## src/rtl/setcc_pkg.sv

```systemverilog
// rtl/setcc_pkg.sv - shared types, sizes and the op combine function for setcc_pred_unit
package setcc_pkg;

  localparam int SETCC_FLAG_W   = 4;
  localparam int SETCC_NUM_PRED = 8;
  localparam int SETCC_IDX_W    = $clog2(SETCC_NUM_PRED);

  typedef enum logic [2:0] {
    SETCC_SET  = 3'b000,
    SETCC_AND  = 3'b001,
    SETCC_OR   = 3'b010,
    SETCC_XOR  = 3'b011,
    SETCC_SETN = 3'b100,
    SETCC_ANDN = 3'b101,
    SETCC_ORN  = 3'b110,
    SETCC_MOV  = 3'b111
  } setcc_op_e;

  typedef struct packed {
    setcc_op_e                op;
    logic [SETCC_FLAG_W-1:0]  mask;
    logic [SETCC_FLAG_W-1:0]  expected;
    logic [SETCC_IDX_W-1:0]   src;
    logic [SETCC_IDX_W-1:0]   dst;
  } setcc_req_t;

  function automatic logic setcc_match(input logic [SETCC_FLAG_W-1:0] flags,
                                       input logic [SETCC_FLAG_W-1:0] mask,
                                       input logic [SETCC_FLAG_W-1:0] expected);
    return ((flags & mask) == (expected & mask));
  endfunction

  function automatic logic setcc_combine(input setcc_op_e op,
                                         input logic      prev,
                                         input logic      match);
    logic s;
    case (op)
      SETCC_SET:  s = match;
      SETCC_AND:  s = prev & match;
      SETCC_OR:   s = prev | match;
      SETCC_XOR:  s = prev ^ match;
      SETCC_SETN: s = ~match;
      SETCC_ANDN: s = prev & ~match;
      SETCC_ORN:  s = prev | ~match;
      SETCC_MOV:  s = prev;
      default:    s = 1'b0;
    endcase
    return s;
  endfunction

endpackage

```

## src/rtl/setcc_eval.sv

```systemverilog
// rtl/setcc_eval.sv - combinational flag match and predicate combine
module setcc_eval
  import setcc_pkg::*;
#(
  parameter int FLAG_W = SETCC_FLAG_W
) (
  input  logic [FLAG_W-1:0] flags_i,
  input  logic [FLAG_W-1:0] mask_i,
  input  logic [FLAG_W-1:0] expected_i,
  input  logic              prev_i,
  input  setcc_op_e         op_i,
  output logic              s_o
);

  logic match;

  // An all-zero mask compares nothing and therefore always matches.
  assign match = ((flags_i & mask_i) == (expected_i & mask_i));
  assign s_o   = setcc_combine(op_i, prev_i, match);

endmodule

```

## src/rtl/setcc_pred_unit.sv

```systemverilog
// rtl/setcc_pred_unit.sv - two-stage condition evaluator owning the flags and predicate registers
module setcc_pred_unit
  import setcc_pkg::*;
#(
  parameter int FLAG_W   = SETCC_FLAG_W,
  parameter int NUM_PRED = SETCC_NUM_PRED,
  parameter int IDX_W    = $clog2(NUM_PRED)
) (
  input  logic                clk,
  input  logic                rst_n,
  input  logic                flags_we,
  input  logic [FLAG_W-1:0]   flags_in,
  input  logic                req_valid,
  output logic                req_ready,
  input  logic [2:0]          req_op,
  input  logic [FLAG_W-1:0]   req_mask,
  input  logic [FLAG_W-1:0]   req_expected,
  input  logic [IDX_W-1:0]    req_src,
  input  logic [IDX_W-1:0]    req_dst,
  output logic                res_valid,
  input  logic                res_ready,
  output logic                res_s,
  output logic [IDX_W-1:0]    res_dst,
  output logic [FLAG_W-1:0]   flags_q,
  output logic [NUM_PRED-1:0] pred_q
);

  logic                s1_valid_q;
  setcc_op_e           s1_op_q;
  logic [FLAG_W-1:0]   s1_mask_q;
  logic [FLAG_W-1:0]   s1_exp_q;
  logic [IDX_W-1:0]    s1_src_q;
  logic [IDX_W-1:0]    s1_dst_q;

  logic                s2_valid_q;
  logic                res_s_q;
  logic [IDX_W-1:0]    res_dst_q;

  // Predicate 0 is hard-wired to 1, so only entries 1..NUM_PRED-1 are stored.
  logic [NUM_PRED-1:1] pred_hi_q;

  logic advance;
  logic accept;
  logic prev;
  logic eval_s;

  assign pred_q    = {pred_hi_q, 1'b1};
  assign advance   = s1_valid_q && (!s2_valid_q || res_ready);
  assign req_ready = !s1_valid_q || advance;
  assign accept    = req_valid && req_ready;
  assign prev      = pred_q[s1_src_q];

  assign res_valid = s2_valid_q;
  assign res_s     = res_s_q;
  assign res_dst   = res_dst_q;

  setcc_eval #(.FLAG_W(FLAG_W)) u_eval (
    .flags_i    (flags_q),
    .mask_i     (s1_mask_q),
    .expected_i (s1_exp_q),
    .prev_i     (prev),
    .op_i       (s1_op_q),
    .s_o        (eval_s)
  );

  always_ff @(posedge clk or negedge rst_n) begin
    if (!rst_n) begin
      flags_q <= '0;
    end else if (flags_we) begin
      flags_q <= flags_in;
    end
  end

  always_ff @(posedge clk or negedge rst_n) begin
    if (!rst_n) begin
      s1_valid_q <= 1'b0;
      s1_op_q    <= SETCC_SET;
      s1_mask_q  <= '0;
      s1_exp_q   <= '0;
      s1_src_q   <= '0;
      s1_dst_q   <= '0;
    end else if (accept) begin
      s1_valid_q <= 1'b1;
      s1_op_q    <= setcc_op_e'(req_op);
      s1_mask_q  <= req_mask;
      s1_exp_q   <= req_expected;
      s1_src_q   <= req_src;
      s1_dst_q   <= req_dst;
    end else if (advance) begin
      s1_valid_q <= 1'b0;
    end
  end

  always_ff @(posedge clk or negedge rst_n) begin
    if (!rst_n) begin
      s2_valid_q <= 1'b0;
      res_s_q    <= 1'b0;
      res_dst_q  <= '0;
    end else if (advance) begin
      s2_valid_q <= 1'b1;
      res_s_q    <= eval_s;
      res_dst_q  <= s1_dst_q;
    end else if (res_ready) begin
      s2_valid_q <= 1'b0;
    end
  end

  // The predicate write shares the advance edge with the S2 load.
  always_ff @(posedge clk or negedge rst_n) begin
    if (!rst_n) begin
      pred_hi_q <= '0;
    end else if (advance) begin
      for (int i = 1; i < NUM_PRED; i++) begin
        if (s1_dst_q == IDX_W'(i)) begin
          pred_hi_q[i] <= eval_s;
        end
      end
    end
  end

endmodule

```

## config.mk

```make
export PLATFORM = sky130hd
export DESIGN_NAME = setcc_pred_unit
export DESIGN_NICKNAME = d
export VERILOG_FILES = /design/src/rtl/setcc_pkg.sv /design/src/rtl/setcc_eval.sv /design/src/rtl/setcc_pred_unit.sv
export SDC_FILE = /design/constraint.sdc
export NUM_CORES = 1
export LEC_CHECK = 0
export CELL_PAD_IN_SITES_DETAIL_PLACEMENT = 0
export CELL_PAD_IN_SITES_GLOBAL_PLACEMENT = 1
export CORE_ASPECT_RATIO = 0.7
export CORE_MARGIN = 2
export CORE_UTILIZATION = 38
export DETAILED_ROUTE_END_ITERATION = 7
export PLACE_DENSITY = 0.81
export SLEW_MARGIN = 20
export SYNTH_ARGS = -nofsm -noshare
export SYNTH_HDL_FRONTEND = slang
export SYNTH_SLANG_ARGS = --single-unit
export TNS_END_PERCENT = 50
```

## constraint.sdc

```tcl
create_clock -name clk -period 2.1 [get_ports clk]
set_clock_uncertainty 0.1 [all_clocks]
set_input_delay 0.525 -clock clk [delete_from_list [all_inputs] [get_ports clk]]
set_output_delay 0.525 -clock clk [all_outputs]
set_load 0.02 [all_outputs]
```

== Word-level counts from Yosys, hierarchy flattened ==
Index checks and enable logic that the tools add are counted.
W data, S select, Z words.

* Bits in registers: 34
* Output and inout port bits: 18
* Logic and storage cells: 64

* $lt $le $gt $ge: 1
* Equal/unequal tests: 15
* Multiplexer cells: 7
* Bitwise gates (word level): 8
* Reduce and logical (&&, ||, !) cells: 16

{| class="wikitable"
|+ Operators with widths
! operator !! count
|-
| $eq A3 B3 Y1 const B || 8
|-
| $reduce_and A2 Y1 || 7
|-
| $eq A3 B2 Y1 const B || 4
|-
| $and A4 B4 Y4 || 2
|-
| $pmux W1 S8 || 1
|-
| $eq A3 B1 Y1 const B || 2
|-
| $mux W1 || 5
|-
| $eq A4 B4 Y1 || 1
|-
| $lt A3 B4 Y1 const B || 1
|-
| $reduce_bool A2 Y1 || 2
|-
| $bmux W1 S3 || 1
|-
| $logic_not A3 Y1 || 1
|-
| $and A1 B1 Y1 || 2
|-
| $logic_and A1 B1 Y1 || 2
|-
| $logic_not A1 Y1 || 2
|-
| $logic_or A1 B1 Y1 || 2
|-
| $or A1 B1 Y1 || 2
|-
| $not A1 Y1 || 1
|-
| $xor A1 B1 Y1 || 1
|}

== Logic depth before layout (Yosys ltp) ==
* Depth after elaboration: 6
* Mapped depth: 6
* Gate-level depth less buffers: 5

== By module ==
Synthesis repeated with hierarchy kept, for this count alone.

* Cells, all modules: 108
* Area total of the unflattened synthesis: 1,606.5 µm²

{| class="wikitable"
|+ By module, submodules not included
! module !! times used !! cells an instance !! area an instance (µm²)
|-
| setcc_pred_unit || 1 || 93 || 1,487.7
|-
| setcc_eval || 1 || 15 || 118.9
|}

== Worst setup path before layout ==
Ideal clock, no wire load.

* Path type: input port to flip-flop
* Start: input port res_ready
* End: register s1_dst_q[0]
* Setup time: 0.128 ns
* Arrival time: 1.637 ns
* Required time: 1.872 ns
* Slack: 0.235 ns
* Cell stages on the path: 4
* Path through: nand3b_1 nand2_2 buf_2 mux2_1

* Word-level cells in the longest chain between the ends: 4

{| class="wikitable"
|+ Ends and longest elaborated chain
! item !! RTL line !! text
|-
| start: declaration || setcc_pred_unit.sv:21 || <nowiki>input logic res_ready,</nowiki>
|-
| $logic_or A1 B1 Y1 || setcc_pred_unit.sv:48 || <nowiki>assign advance = s1_valid_q && (!s2_valid_q || res_ready);</nowiki>
|-
| $logic_and A1 B1 Y1 || setcc_pred_unit.sv:48 ||
|-
| $logic_or A1 B1 Y1 || setcc_pred_unit.sv:49 || <nowiki>assign req_ready = !s1_valid_q || advance;</nowiki>
|-
| $logic_and A1 B1 Y1 || setcc_pred_unit.sv:50 || <nowiki>assign accept = req_valid && req_ready;</nowiki>
|-
| end signal: assignment || setcc_pred_unit.sv:88 || <nowiki>s1_dst_q <= req_dst;</nowiki>
|-
| end: declaration || setcc_pred_unit.sv:33 || <nowiki>logic [IDX_W-1:0] s1_dst_q;</nowiki>
|}

Every way passes these cells.
A chain may end at the register's enable or synchronous reset.

== Worst setup path in the final report ==
* Start: register flags_q[1]
* End: output port flags_q[1]

{| class="wikitable"
|+ RTL lines
! item !! RTL line !! text
|-
| start: declaration || setcc_pred_unit.sv:24 || <nowiki>output logic [FLAG_W-1:0] flags_q,</nowiki>
|-
| start signal: assignment || setcc_pred_unit.sv:70 || <nowiki>flags_q <= flags_in;</nowiki>
|}

No word-level cell between the ends.

==> impl_metrics.env <==
export IMPL_pwr_share_clk_pct=23.7
export IMPL_synth_seq_area_share_pct=50.0
export IMPL_swShare_pct=33.6
export IMPL_p_int_mw=1.59
export IMPL_grt_use_total_pct=16.2
export IMPL_crit_path_start_kind="flip-flop"
export IMPL_synth_ff_type="dfrtp_1"
export IMPL_dr_pass1_iters=4
export IMPL_crit_arrival_ns=1.31
export IMPL_final_common_cell="clkdlybuf4s50_1"
export IMPL_place_inst=235
export IMPL_mostFrequentLayoutCells="41 x clkdlybuf4s50_1, 34 x dfrtp_1, 24 x mux2_1"
export IMPL_finalWirelength_um=3710
export IMPL_cp_cell_sequence="clkdlybuf4s50_1"
export IMPL_die_area_mm2=0.00504
export IMPL_slowest_delay_ns=0.63
export IMPL_path_clk_slew_ns=0.07
export IMPL_drv_cap=0
export IMPL_slew_violations=0
export IMPL_cp_end_kind="output pin"
export IMPL_ctsHoldBuffers=0
export IMPL_cp_num_buf_inv=1
export IMPL_area_growth_pct=36.4
export IMPL_initialDrtViolationCount=61
export IMPL_cts_htree_levels=2
export IMPL_wl_per_cell_um=15.3
export IMPL_die_h_um=60.0
export IMPL_cp_top_family="buffers and inverters"
export IMPL_power_leakage_nw=0.946
export IMPL_p_switching_uw=805
export IMPL_cts_num_sinks=34
export IMPL_max_clock_path_buffers=2
export IMPL_sequentialPowerShare_pct=39.3
export IMPL_yosysUniqueCellTypes=30
export IMPL_hold_violations=0
export IMPL_hold_class="flip-flop to flip-flop"
export IMPL_cts_buffers=5
export IMPL_grt_pass1_wl_um=6160
export IMPL_syn_instance_count=137
export IMPL_required_ns=1.47
export IMPL_peakVddDrop_mv=0.420
export IMPL_setup_viol=0
export IMPL_start_util_pct=39.3
export IMPL_cp_slowest_cell="clkdlybuf4s50_1"
export IMPL_vias=1267
export IMPL_fin_nets=213
export IMPL_grt_max_degree=35
export IMPL_final_util_pct=53.6
export IMPL_fmax_mhz=517
export IMPL_antenna_found_initial=0
export IMPL_drtAntennaViolNets=0
export IMPL_finalCritPeriodShare_pct=92.1
export IMPL_dpl_hpwl_um=2730
export IMPL_crit_fanout=3
export IMPL_clock_latency_ns=0.29
export IMPL_final_cell_count_no_fill=243
export IMPL_avgSynthCellArea_um2=12.4
export IMPL_grt_pass1_vias=1288
export IMPL_design_core_area_mm2=0.00433
export IMPL_via_per_inst=5.21
export IMPL_p_comb_share_pct=36.9
export IMPL_grt_busiest_layer="met2"
export IMPL_synth_fp_nets=163
export IMPL_tns_ns=0
export IMPL_drc=0
export IMPL_grt_use_met3_pct=4.56
export IMPL_drive_above_1_share_pct=12.2
export IMPL_ys_seq_elements=34
export IMPL_die_w_um=84.0
export IMPL_fin_crit_ns=1.93
export IMPL_gp_congestion=0.720
export IMPL_portBuffers=42
export IMPL_use_met1_pct=20.3
export IMPL_async_reset_ff_share_pct=100
export IMPL_grtUsageMet2_pct=27.1
export IMPL_ios=44
export IMPL_rsz0062_at_grt="false"
export IMPL_crit_type="flip-flop to output pin"
export IMPL_synth_area_mm2=0.00170
export IMPL_grt_ovfl_total=0
export IMPL_powerDensity_mw_per_mm2=1030
export IMPL_synth_edf_count=0
export IMPL_cts_tree="yes"
export IMPL_num_rows=20
export IMPL_status="finished, final reports clean"
export IMPL_antennaDiodeCount=0
export IMPL_ys_warn_count=0
export IMPL_cts_root_buf="clkbuf_8"
export IMPL_holdWs_ns=0.396
registers in the layout (all words and copies together), names as in the netlist:
| register | cells |
|---|---|
| res_s | 1 |
| s1_src_q | 3 |
| res_valid | 1 |
| res_dst | 3 |
| flags_q | 4 |
| s1_op_q | 3 |
| s1_dst_q | 3 |
| pred_hi_q | 7 |
| s1_valid_q | 1 |
| s1_mask_q | 4 |
| s1_exp_q | 4 |
repair_timing:
action | 4_1_cts | 5_1_grt
setup endpoints to repair | 1 | 1
resized for setup | 1 | 2
buffers inserted | 0 | 0
hold endpoints to repair | 0 | 0
stage by stage:
stage	area (µm²)	power, mW	setup slack [ns]
2_1_floorplan	1700	1.47	0.235
3_3_place_gp	2220	1.81	-0.236
3_5_place_dp	2220	1.85	-0.257
4_1_cts	2330	2.42	0.00712
5_1_grt	2320	2.54	0.0843
6_report	2320	2.39	0.165
power by group through the flow:
stage / clock [mW] / sequential (mW) / combinational (mW)
floorplan: 0 / 1.04 / 0.423
global placement: 0 / 0.943 / 0.872
detailed placement: 0 / 0.955 / 0.892
CTS: 0.584 / 0.944 / 0.894
global route: 0.612 / 0.966 / 0.961
finish: 0.568 / 0.941 / 0.884
logic make-up after synthesis:
family	Yosys count	synth area share, %
xor+xnor	4	2.06
compound gates	30	14.4
simple gates	34	13.2
mux	27	17.6
other cells	1	0.220
flops	34	50.0
buf+inv	7	2.57
area by class of cell:
cell class	instances	area [µm²]
multi-input combinational	96	808
inverter	1	3.75
timing repair buffer	49	480
sequential	34	851
clock buffer	8	110
fill	372	2010
tap	55	68.8
synthesized netlist by cell type (2+ instances only):
library cell | n | area (µm²)
nand2b_1 | 4 | 25.0
a22oi_4 | 2 | 42.5
nand2_1 | 4 | 15.0
nand4b_1 | 4 | 35.0
a211o_1 | 2 | 17.5
mux2_1 | 24 | 270
a21oi_1 | 8 | 40.0
nor2_1 | 2 | 7.51
nand4_1 | 5 | 31.3
dfrtp_1 | 34 | 851
mux2i_1 | 3 | 30.0
nor2b_1 | 2 | 12.5
a41oi_1 | 7 | 61.3
o21ai_1 | 7 | 35.0
and2_1 | 8 | 50.1
xor2_1 | 4 | 35.0
buf_4 | 4 | 30.0
worst paths after layout:
kind / from / end / slack [ns] / cells after the start
worst max-delay path: flags_q[1] / flags_q[1] / 0.17 / 1
worst min-delay path: res_dst[2] / res_dst[2] / 0.40 / 1
worst max register to register: flags_q[2] / pred_hi_q[7] / 0.18 / 5
worst min register to register: res_dst[2] / res_dst[2] / 0.40 / 1
max in group asynchronous: rst_n / pred_hi_q[1] / 1.05 / 2
min in group asynchronous: rst_n / flags_q[3] / 0.55 / 2
layer usage:
metal  vias to the layer above  share of wire (%)
li1                        616                  -
met1                       616                 46
met2                        30                 48
met3                         5                5.3
met4                         0               0.94
met5                         -                  0
Note: power is estimated with default switching activity, not from simulation.
